`src/rtl/mul_div_unit_if.sv`:
```
// Handshake and operand bus between the register file read ports and the mul/div unit.
// The unit returns its result, tag and write strobe on the same bundle.
interface mul_div_unit_if #(
    parameter int WIDTH  = 64,
    parameter int REG_AW = 5
);
    logic              start;
    logic [1:0]        op;
    logic [WIDTH-1:0]  rs1_data;
    logic [WIDTH-1:0]  rs2_data;
    logic [REG_AW-1:0] rd_in;
    logic              busy;
    logic              done;
    logic [WIDTH-1:0]  result;
    logic [REG_AW-1:0] rd_out;

    modport master (
        output start, op, rs1_data, rs2_data, rd_in,
        input  busy, done, result, rd_out
    );

    modport slave (
        input  start, op, rs1_data, rs2_data, rd_in,
        output busy, done, result, rd_out
    );
endinterface

```
`src/rtl/mul_div_unit.sv`:
```
// Iterative unsigned multiply/divide: one radix-2 step per clock, WIDTH steps per operation.
// Multiply and divide share one double-width {hi, lo} accumulator.
module mul_div_unit #(
    parameter int WIDTH  = 64,
    parameter int REG_AW = 5
) (
    input logic           clk,
    input logic           reset,
    mul_div_unit_if.slave bus
);
    localparam int CW = $clog2(WIDTH);

    typedef enum logic [1:0] {IDLE, RUN, DONE} state_t;

    state_t            state_q;
    logic [1:0]        op_q;
    logic [WIDTH-1:0]  hi_q;
    logic [WIDTH-1:0]  lo_q;
    logic [WIDTH-1:0]  opB_q;
    logic [WIDTH-1:0]  result_q;
    logic [REG_AW-1:0] rd_q;
    logic [CW-1:0]     count_q;
    logic              busy_q;
    logic              done_q;

    logic [WIDTH-1:0]  hi_d;
    logic [WIDTH-1:0]  lo_d;
    logic [WIDTH:0]    mulSum;
    logic [WIDTH:0]    divShift;
    logic              divByZero;

    assign divByZero = bus.op[1] && (bus.rs2_data == '0);

    // Multiply keeps the add carry as the bit shifted into hi; divide is restoring on {rem, quo}.
    always_comb begin
        mulSum   = {1'b0, hi_q} + (lo_q[0] ? {1'b0, opB_q} : '0);
        divShift = {hi_q, lo_q[WIDTH-1]};
        hi_d     = hi_q;
        lo_d     = lo_q;
        if (!op_q[1]) begin
            hi_d = mulSum[WIDTH:1];
            lo_d = {mulSum[0], lo_q[WIDTH-1:1]};
        end else if (divShift >= {1'b0, opB_q}) begin
            hi_d = divShift[WIDTH-1:0] - opB_q;
            lo_d = {lo_q[WIDTH-2:0], 1'b1};
        end else begin
            hi_d = divShift[WIDTH-1:0];
            lo_d = {lo_q[WIDTH-2:0], 1'b0};
        end
    end

    always_ff @(posedge clk) begin
        if (reset) begin
            state_q  <= IDLE;
            op_q     <= '0;
            hi_q     <= '0;
            lo_q     <= '0;
            opB_q    <= '0;
            result_q <= '0;
            rd_q     <= '0;
            count_q  <= '0;
            busy_q   <= 1'b0;
            done_q   <= 1'b0;
        end else begin
            case (state_q)
                IDLE, DONE: begin
                    done_q  <= 1'b0;
                    state_q <= IDLE;
                    if (bus.start) begin
                        op_q    <= bus.op;
                        rd_q    <= bus.rd_in;
                        hi_q    <= '0;
                        lo_q    <= bus.op[1] ? bus.rs1_data : bus.rs2_data;
                        opB_q   <= bus.op[1] ? bus.rs2_data : bus.rs1_data;
                        count_q <= '0;
                        // Divide by zero completes immediately with the conventional results.
                        if (divByZero) begin
                            result_q <= bus.op[0] ? bus.rs1_data : '1;
                            state_q  <= DONE;
                            done_q   <= 1'b1;
                        end else begin
                            state_q <= RUN;
                            busy_q  <= 1'b1;
                        end
                    end
                end
                RUN: begin
                    hi_q    <= hi_d;
                    lo_q    <= lo_d;
                    count_q <= count_q + CW'(1);
                    if (count_q == CW'(WIDTH - 1)) begin
                        result_q <= op_q[0] ? hi_d : lo_d;
                        state_q  <= DONE;
                        busy_q   <= 1'b0;
                        done_q   <= 1'b1;
                    end
                end
                default: begin
                    state_q <= IDLE;
                    busy_q  <= 1'b0;
                    done_q  <= 1'b0;
                end
            endcase
        end
    end

    assign bus.busy   = busy_q;
    assign bus.done   = done_q;
    assign bus.result = result_q;
    assign bus.rd_out = rd_q;
endmodule

```
`src/flat_wrapper.sv`:
```
// flat-port wrapper written by rule: the top's interface ports become plain ports
module mul_div_unit_flat 
#(
    parameter int WIDTH  = 64,
    parameter int REG_AW = 5
)
  (clk, reset, bus_start, bus_op, bus_rs1_data, bus_rs2_data, bus_rd_in, bus_busy, bus_done, bus_result, bus_rd_out);
  mul_div_unit_if #(.WIDTH(WIDTH), .REG_AW(REG_AW)) bus_i ();
  input logic clk;
  input logic reset;
  input wire logic [$bits(bus_i.start)-1:0] bus_start;
  input wire logic [$bits(bus_i.op)-1:0] bus_op;
  input wire logic [$bits(bus_i.rs1_data)-1:0] bus_rs1_data;
  input wire logic [$bits(bus_i.rs2_data)-1:0] bus_rs2_data;
  input wire logic [$bits(bus_i.rd_in)-1:0] bus_rd_in;
  output wire logic [$bits(bus_i.busy)-1:0] bus_busy;
  output wire logic [$bits(bus_i.done)-1:0] bus_done;
  output wire logic [$bits(bus_i.result)-1:0] bus_result;
  output wire logic [$bits(bus_i.rd_out)-1:0] bus_rd_out;
  assign bus_i.start = bus_start;
  assign bus_i.op = bus_op;
  assign bus_i.rs1_data = bus_rs1_data;
  assign bus_i.rs2_data = bus_rs2_data;
  assign bus_i.rd_in = bus_rd_in;
  assign bus_busy = bus_i.busy;
  assign bus_done = bus_i.done;
  assign bus_result = bus_i.result;
  assign bus_rd_out = bus_i.rd_out;
  mul_div_unit #(.WIDTH(WIDTH), .REG_AW(REG_AW)) u_core (.clk(clk), .reset(reset), .bus(bus_i));
endmodule
```
`config.mk`:
```
export PLATFORM = sky130hd
export DESIGN_NAME = mul_div_unit_flat
export DESIGN_NICKNAME = d
export VERILOG_FILES = /design/src/rtl/mul_div_unit_if.sv /design/src/rtl/mul_div_unit.sv /design/src/flat_wrapper.sv
export SDC_FILE = /design/constraint.sdc
export NUM_CORES = 1
export LEC_CHECK = 0
export ABC_AREA = 1
export CORE_MARGIN = 2
export CORE_UTILIZATION = 39
export CTS_CLUSTER_DIAMETER = 30
export DETAILED_ROUTE_END_ITERATION = 12
export GPL_TIMING_DRIVEN = 0
export MAX_ROUTING_LAYER = met4
export PLACE_DENSITY = 0.62
export SYNTH_ARGS = -nofsm -noshare
export SYNTH_HDL_FRONTEND = slang
export SYNTH_SLANG_ARGS = --single-unit
```
`constraint.sdc`:
```
create_clock -name clk -period 3.4 [get_ports clk]
set_input_delay 0.68 -clock clk [delete_from_list [all_inputs] [get_ports clk]]
set_output_delay 0.68 -clock clk [all_outputs]
set_load 0.05 [all_outputs]
```
Yosys cells after proc, flatten, opt, wreduce, memory -nomap -nowiden

Cells that the tools add are included.

Flip-flop bits (word level): 273
Input bits: 138
Output and inout port bits: 71

$add $sub $neg: 3
$lt $le $gt $ge: 1
Equality and inequality tests: 7
Mux-type cells: 31
Reduce and logical (&&, ||, !) cells: 9

Operator list:

| operator                                               | count |
|---|---|
| 2-to-1 mux 64 bit                                      | 13 |
| one-hot mux 64 bit (2 select lines)                    | 3 |
| adder 64 x 65 -> 65 bit                                | 1 |
| greater-or-equal comparator 65 x 64 -> 1 bit           | 1 |
| zero test 64 bit                                       | 1 |
| subtractor 64 bit                                      | 1 |
| one-hot mux 6 bit (2 select lines)                     | 1 |
| 2-to-1 mux 1 bit                                       | 7 |
| adder 6 x 1 -> 6 bit (second input constant)           | 1 |
| equality test 6 bit (second input constant)            | 1 |
| 2-to-1 mux 2 bit                                       | 3 |
| 2-to-1 mux 6 bit                                       | 1 |
| inequality test 2 x 1 -> 1 bit (second input constant) | 2 |
| inequality test 2 bit (second input constant)          | 2 |
| one-hot mux 1 bit (2 select lines)                     | 2 |
| one-hot mux 2 bit (2 select lines)                     | 1 |
| AND reduction 2 bit                                    | 2 |
| AND reduction 4 bit                                    | 1 |
| AND reduction 3 bit                                    | 1 |
| equality test 2 x 1 -> 1 bit (second input constant)   | 1 |
| equality test 2 bit (second input constant)            | 1 |
| zero test 2 bit                                        | 1 |
| nonzero test 2 bit                                     | 1 |
| OR reduction 2 bit                                     | 1 |
| logical AND 1 bit                                      | 1 |

Depth between registers and ports, before layout

Gate-level depths: netlist (run 1).

Depth after elaboration: 6
Gate-level depth with buffers: 22
Mapped depth without buffers: 22

Worst setup path before layout (run 1)

OpenSTA, ideal clock, no wires.

Kind: reg2reg
From: register u_core.lo_q[0]
To: register u_core.result_q[61], in the netlist u_core.bus.result[61]
Data arrival time: 2580 ps
Required time: 3283 ps
Slack: 703 ps
Cell stages (with the launch flop): 22
Path buffers: 2
Period minus slack after synthesis: 2697 ps
Cell sequence: dfxtp_1 -> clkbuf_1 -> clkbuf_1 -> nand2_1 -> inv_1 -> ha_1 -> inv_1 -> fa_1 -> inv_1 -> nand2_1 -> nand3_1 -> nand2_1 -> nand2_1 -> nand2_1 -> nand2_1 -> nand2_1 -> nand2_1 -> nand2_1 -> nand3_1 -> nand4_1 -> nand2_1 -> a21oi_1

Cells in the longest elaborated chain, start to end: 6

RTL lines:

| item                                | RTL line           | text |
|---|---|---|
| start: declaration                  | mul_div_unit.sv:18 | `logic [WIDTH-1:0] lo_q;` |
| start signal: assignment            | mul_div_unit.sv:73 | `lo_q <= bus.op[1] ? bus.rs1_data : bus.rs2_data;` |
| start signal: assignment            | mul_div_unit.sv:89 | `lo_q <= lo_d;` |
| 2-to-1 mux 64 bit                   | mul_div_unit.sv:36 | `mulSum = {1'b0, hi_q} + (lo_q[0] ? {1'b0, opB_q} : '0);` |
| adder 64 x 65 -> 65 bit             | mul_div_unit.sv:36 |  |
| 2-to-1 mux 64 bit                   | mul_div_unit.sv:40 | `if (!op_q[1]) begin` |
| 2-to-1 mux 64 bit                   | mul_div_unit.sv:92 | `result_q <= op_q[0] ? hi_d : lo_d;` |
| 2-to-1 mux 64 bit                   | mul_div_unit.sv:91 | `if (count_q == CW'(WIDTH - 1)) begin` |
| one-hot mux 64 bit (2 select lines) | mul_div_unit.sv:65 | `case (state_q)` |
| end signal: assignment              | mul_div_unit.sv:78 | `result_q <= bus.op[0] ? bus.rs1_data : '1;` |
| end signal: assignment              | mul_div_unit.sv:92 |  |
| end: declaration                    | mul_div_unit.sv:20 | `logic [WIDTH-1:0] result_q;` |

No other way between the ends. The select of a mux whose other input is x is not followed.
A chain may end at the register's enable or synchronous reset.

Worst setup path in the final report (run 1)

From: register u_core.lo_q[0]
To: register u_core.result_q[45], in the netlist u_core.bus.result[45]

Same word-level chain as after synthesis.

==> impl_metrics.yaml, run 1 <==
status:
  status: "finished, violations left"
  violations: "negative setup slack"
cells_and_area:
  syn_to_final_growth_pct: 24.4
  fill_cells: 8063
  multiInputGateArea_um2: 18500
  layout-drive-gt1-share_pct: 7.74
  fin_nets: 5942
  seq_area_um2: 5530
floorplan:
  die_x_um: 273
  fp.coreArea_um2: 71500
  start_util_pct: 39.4
  num_io_pins: 209
  die-area_um2: 74400
  die_h_um: 273
  num_rows: 98
power:
  p_sw_mw: 6.07
  swShare_pct: 39.4
  power_leakage_nw: 18.9
  peakVddDrop_v: 0.000618
  seq_power_share_pct: 23.9
  cellPowerDensity_nw_per_um2: 439
  combinationalPowerShare_pct: 31.7
  total_power_mw: 15.4
  p_clk_share_pct: 44.4
  p_int_mw: 9.33
clock_tree:
  clk_latency_ns: 0.62
  htree_levels: 3
  clkSinkCount: 272
  clk_path_buf_depth: 3
  cts_buffers: 67
  cts_root_buf: "clkbuf_16"
  postCtsHoldBufs: 0
  cts_tree: "built"
  path_clk_slew_ns: 0.05
detailed_routing:
  vias: 35800
  routed_wl_um: 154000
  drt_iter0_drc: 4316
  ant_nets: 0
  drc: 0
  wl_per_cell_um: 23.0
  viasPerCell: 5.36
  first_pass_iters: 6
timing:
  hold-worst-slack_ns: 0.484
  min_period_ns: 3.42
  rsz0062_at_grt: "true"
  hold_viol_final: 0
  maxSlewHeadroom_pct: 9.68
  layout_setup_ws_ns: -0.0164
  drv_slew: 0
  post-route-period-util_pct: 100
  tightest_slew_ns: 1.35
  setup_viol: 4
  fmax_mhz: 293
  clock_skew_ns: 0.0298
job:
  cap_violations: 0
synth:
  avgSynthCellArea_um2: 5.23
  ys_types: 41
  synth_edf_count: 0
  synth-seq-cells: 272
  synth_top_cell_by_area: "nand2_1"
  syn_nets: 5653
  ys_seq_area_share_pct: 19.3
  synth_common_cells: "nand2_1 (1,901), inv_1 (1,145), a21oi_1 (423)"
  synthArstFlopShare_pct: 0
  syn_inst: 5384
  synth_area_um2: 28200
  synth_top_cell_area_share_pct: 25.3
  synthFlopType: "dfxtp_1"
  synth_area_leaders: "nand2_1 (25%), dfxtp_1 (19%), inv_1 (15%)"
  yosys_warnings: 0
  yosysMostFrequentCell: "nand2_1"
global_routing:
  grt_usage_pct: 41.2
  grt_pass1_vias: 32700
  grt_overflow_total: 0
  grt_start_max_net_pins: 13
  grt_pass1_wl_um: 217000
  grt_antenna_before_repair: 6
place:
  dpl.hpwl_um: 128000
  io_buffer_count: 207
  place_congestion: 1.14
critical_path:
  required_ns: 3.88
  criticalPathCategory: "reg2reg"
  setup.worst_path.end_class: "register"
  critPathMaxFanout: 10
  startpoint_type: "register"
  r2r_start: "u_core.lo_q[0]$_SDFFE_PP0P_"
  cp.arrival_ns: 3.90
  crit_start: "u_core.lo_q[0]$_SDFFE_PP0P_"
hold_path:
  worstHoldPathType: "reg2reg"
  hp-start: "u_core.opB_q[60]$_SDFFE_PP0P_"
==> what timing repair did <==
| action | CTS | global route |
|---|---|---|
| gates resized for setup | 124 | 237 |
| hold endpoints to repair | 0 | 0 |
| gates cloned | 0 | 1 |
| endpoints found under the setup margin | 132 | 86 |
| buffers inserted | 6 | 6 |
| pin swaps | 21 | 40 |
==> kinds of logic (layout without fill, tap and decap cells) <==
logic type | Yosys count | in the layout | share of synthesized area [%]
XOR/XNOR | 32 | 32 | 0.994
other | 0 | 6 | 0
buffers and inverters | 1358 | 1699 | 18.2
adder cells (fa/ha/maj) | 131 | 131 | 5.87
flip-flops | 272 | 272 | 19.3
multiplexers | 1 | 1 | 0.0355
AO/OA/AOI/OAI | 884 | 884 | 16.6
AND/OR/NAND/NOR | 2706 | 2706 | 39.0
==> layer usage <==
layer	vias to the layer above	routed length, µm	track usage [%]
met4	0	8420	19.6
met2	1900	66000	62.4
met5	-	0	-
met1	16300	64300	53.1
met3	360	15200	7.07
li1	17300	-	-
==> registers in the layout (all words and copies together), names as in the netlist <==
| signal | cells |
|---|---|
| u_core.lo_q | 64 |
| u_core.bus.busy | 1 |
| u_core.op_q | 2 |
| u_core.opB_q | 64 |
| u_core.bus.result | 64 |
| u_core.bus.rd_out | 5 |
| u_core.hi_q | 64 |
| u_core.count_q | 6 |
| u_core.state_q | 2 |
==> final timing paths <==
check	cells after the start	end	slack, ns
worst max-delay path	21	u_core.bus.result[45]$_SDFFE_PP0P_	-0.02
worst min-delay path	2	u_core.opB_q[60]$_SDFFE_PP0P_	0.48
worst min register to register	2	u_core.opB_q[60]$_SDFFE_PP0P_	0.48
worst max register to register	21	u_core.bus.result[45]$_SDFFE_PP0P_	-0.02
==> cells in the final DEF (no fill, tap or decap), types with 9 or more instances in the layout <==
cell type / Yosys / layout
a211oi_1: 24 / 24
a21oi_1: 423 / 415
buf_1: 25 / 22
buf_2: 16 / 11
buf_4: 6 / 22
bufinv_16: 0 / 9
clkbuf_1: 163 / 163
clkbuf_16: 0 / 69
clkdlybuf4s50_1: 0 / 207
dfxtp_1: 272 / 211
dfxtp_2: 0 / 59
ha_1: 129 / 90
ha_2: 0 / 24
ha_4: 0 / 15
inv_1: 1145 / 1140
nand2_1: 1901 / 1829
nand2_2: 0 / 67
nand3_1: 209 / 194
nand3_2: 1 / 11
nand3b_1: 15 / 15
nand4_1: 151 / 151
nor2_1: 364 / 302
nor2_2: 2 / 37
nor2_4: 0 / 27
nor3_1: 28 / 24
nor4_1: 23 / 20
o21ai_0: 352 / 348
o21bai_1: 10 / 10
o22ai_1: 33 / 33
o31ai_1: 21 / 21
xor2_1: 32 / 32
==> power groups by stage <==
stage	clock, mW	combinational, mW	sequential (mW)
6_report	6.84	4.88	3.68
5_1_grt	7.01	5.21	3.68
4_1_cts	6.86	4.60	3.65
3_5_place_dp	0	4.51	3.70
3_3_place_gp	0	4.51	3.70
2_1_floorplan	0	2.49	3.83
==> layout make-up <==
class                           instances  area share (%)
Sequential cell                       272            15.8
Antenna cell                            6          0.0428
Multi-Input combinational cell       3754            52.9
Inverter                             1148            12.3
Clock buffer                           82            5.21
Tap cell                              950            3.39
Buffer                                210            2.58
Timing Repair Buffer                  220            6.20
Clock inverter                         39            1.60
==> critical path, cell delays in order (launching register included) <==
cell	delay, ns
dfxtp_4	0.39
clkbuf_16	0.18
buf_8	0.15
nand2_1	0.06
inv_1	0.09
ha_4	0.17
inv_1	0.06
fa_2	0.36
inv_2	0.09
nand2_1	0.10
nand3_4	0.11
nand2_1	0.07
nand2_2	0.13
nand2_1	0.11
nand2_4	0.13
nand2_2	0.10
nand2_1	0.07
nand2_1	0.06
nand3_2	0.11
nand4_1	0.43
nand2_1	0.23
a21oi_1	0.09
==> stage by stage <==
step	instance area, µm²	cells	utilization [%]	TNS (ns)	worst slack, ns
floorplan	28200	5384	-	0	0.703
global placement	31400	6541	44.0	-96.89	-1.48
detailed placement	31400	6541	44.0	-96.30	-1.45
CTS	34200	6668	47.9	-0.00464	-0.00464
global route	35000	6680	49.0	-0.216	-0.0527
finish	35000	6681	49.0	-0.0502	-0.0164
Power figures use the tool's default switching activity.
==> run 2: changes to the inputs <==
==> constraint.sdc (replaced) <==
create_clock -name clk -period 4.1 [get_ports clk]
set_input_delay 0.82 -clock clk [delete_from_list [all_inputs] [get_ports clk]]
set_output_delay 0.82 -clock clk [all_outputs]
set_load 0.05 [all_outputs]
==> impl_metrics.yaml, run 2 (synthesis gave the netlist of run 1 again) <==
detailed_routing:
  wl_per_cell_um: 23.0
  first_pass_iters: 8
  drc: 0
  routed_wl_um: 153000
  viasPerCell: 5.35
  ant_nets: 0
  drt_iter0_drc: 4300
  vias: 35700
hold_path:
  min_to: "u_core.opB_q[60]$_SDFFE_PP0P_"
  worstHoldPathType: "reg2reg"
  min_path_cells: 2
  hp-start: "u_core.opB_q[60]$_SDFFE_PP0P_"
power:
  cellPowerDensity_nw_per_um2: 373
  power_leakage_nw: 18.7
  peakVddDrop_v: 0.000513
job:
  cap_violations: 0
clock_tree:
  clk_latency_ns: 0.62
  cts_root_buf: "clkbuf_16"
  clkSinkCount: 272
  path_clk_slew_ns: 0.05
  clk_path_buf_depth: 3
  htree_levels: 3
  postCtsHoldBufs: 0
  cts_buffers: 67
  cts_tree: "built"
floorplan:
  die_x_um: 273
  num_io_pins: 209
  die-area_um2: 74400
  num_rows: 98
  die_h_um: 273
  fp.coreArea_um2: 71500
  start_util_pct: 39.4
place:
  dpl.hpwl_um: 128000
  place_congestion: 1.14
  io_buffer_count: 207
  pre_cts_ws_ns: -0.750
  placed_cells: 6541
global_routing:
  grt_overflow_total: 0
  grt_use_met3_pct: 6.51
  grt-busiest-layer: "met2"
  grt_usage_pct: 41.2
  grt_util_met1_pct: 53.5
  grt_start_max_net_pins: 13
  grt_antenna_before_repair: 3
  grt_pass1_wl_um: 217000
  gr-usage-met2_pct: 62.3
  grt_pass1_vias: 32600
critical_path:
  r2r_start: "u_core.opB_q[45]$_SDFFE_PP0P_"
  crit_start: "u_core.opB_q[45]$_SDFFE_PP0P_"
  criticalPathCategory: "reg2reg"
  r2r-end: "u_core.bus.result[59]$_SDFFE_PP0P_"
  r2r_slack_ns: -0.008
  critPathMaxFanout: 10
  rr_worst_depth: 15
  setup.worst_path.end_class: "register"
  required_ns: 4.62
  cp.arrival_ns: 4.63
  startpoint_type: "register"
cells_and_area:
  final_common_cell: "nand2_1"
  fin_nets: 5929
  syn_to_final_growth_pct: 20.1
  final_cell_mix: "nand2_1 (1,899), inv_1 (1,145), a21oi_1 (423)"
  layout-drive-gt1-share_pct: 2.71
  final_util_pct: 47.4
  finalNonFillerCells: 6665
timing:
  fmax_mhz: 243
  hold_viol_final: 0
  min_period_ns: 4.11
  layout_setup_ws_ns: -0.00792
  maxSlewHeadroom_pct: 3.48
  post-route-period-util_pct: 100
  drv_slew: 0
  clock_skew_ns: 0.0364
  rsz0062_at_grt: "false"
  tightest_slew_ns: 1.45
  setup_viol: 1
status:
  violations: "negative setup slack"
  status: "finished, violations left"
run 2: how the worst max path moves through the flow:
stage                                               to  cells after the start
floorplan           u_core.bus.result[61]$_SDFFE_PP0P_                     21
global placement    u_core.bus.result[45]$_SDFFE_PP0P_                     21
detailed placement  u_core.bus.result[45]$_SDFFE_PP0P_                     21
CTS                 u_core.bus.result[45]$_SDFFE_PP0P_                     21
global route        u_core.bus.result[45]$_SDFFE_PP0P_                     21
finish              u_core.bus.result[59]$_SDFFE_PP0P_                     15
run 2: stage by stage:
| step | hold WS (ns) | power (mW) | instance area (µm²) | TNS [ns] |
|---|---|---|---|---|
| finish | 0.486 | 12.6 | 33900 | -0.00792 |
| CTS | 0.483 | 12.5 | 33800 | 0 |
| detailed placement | 0.468 | 6.80 | 31400 | -19.64 |
| global placement | 0.463 | 6.81 | 31400 | -19.44 |
| global route | 0.508 | 13.0 | 33900 | 0 |
| floorplan | 0.447 | 5.24 | 28200 | 0 |
run 2: layer usage:
metal	wire length, µm	part of all wire [%]	up-vias
met5	0	0	-
met2	65300	43	1904
met4	8650	5.6	0
li1	-	-	17300
met1	64600	42	16100
met3	14900	9.7	348
run 2: layout make-up:
cell class	count	area (µm²)
Fill cell	8153	37600
Tap cell	950	1190
Antenna cell	3	7.51
Buffer	210	847
Inverter	1148	4310
Multi-Input combinational cell	3754	17600
Clock buffer	82	1820
Clock inverter	39	559
Timing Repair Buffer	207	2070
Sequential cell	272	5450
run 2: where the power goes:
| part | internal (mW) | total, mW | switching (mW) |
|---|---|---|---|
| Combinational | 1.04 | 3.91 | 2.87 |
| Clock | 3.77 | 5.67 | 1.90 |
| Sequential | 2.84 | 3.04 | 0.196 |
run 2: repair_timing:
item,4_1_cts,5_1_grt
pin swaps,1,2
resized for setup,5,6
setup buffers,0,0
setup endpoints to repair,67,18
run 2: worst max-delay path, cell delays in order, from the launching register on:
cell and delay, ns:
dfxtp_1 0.52, inv_1 0.09, ha_1 0.50, nand2_1 0.23, nor2_1 0.12, a21oi_1 0.34
nand2_1 0.13, nand2_1 0.07, nand2_1 0.06, nor2_2 0.20, buf_2 0.40, buf_2 0.45
nand4_1 0.35, nand4_1 0.23, nand2_1 0.16, a21oi_1 0.15
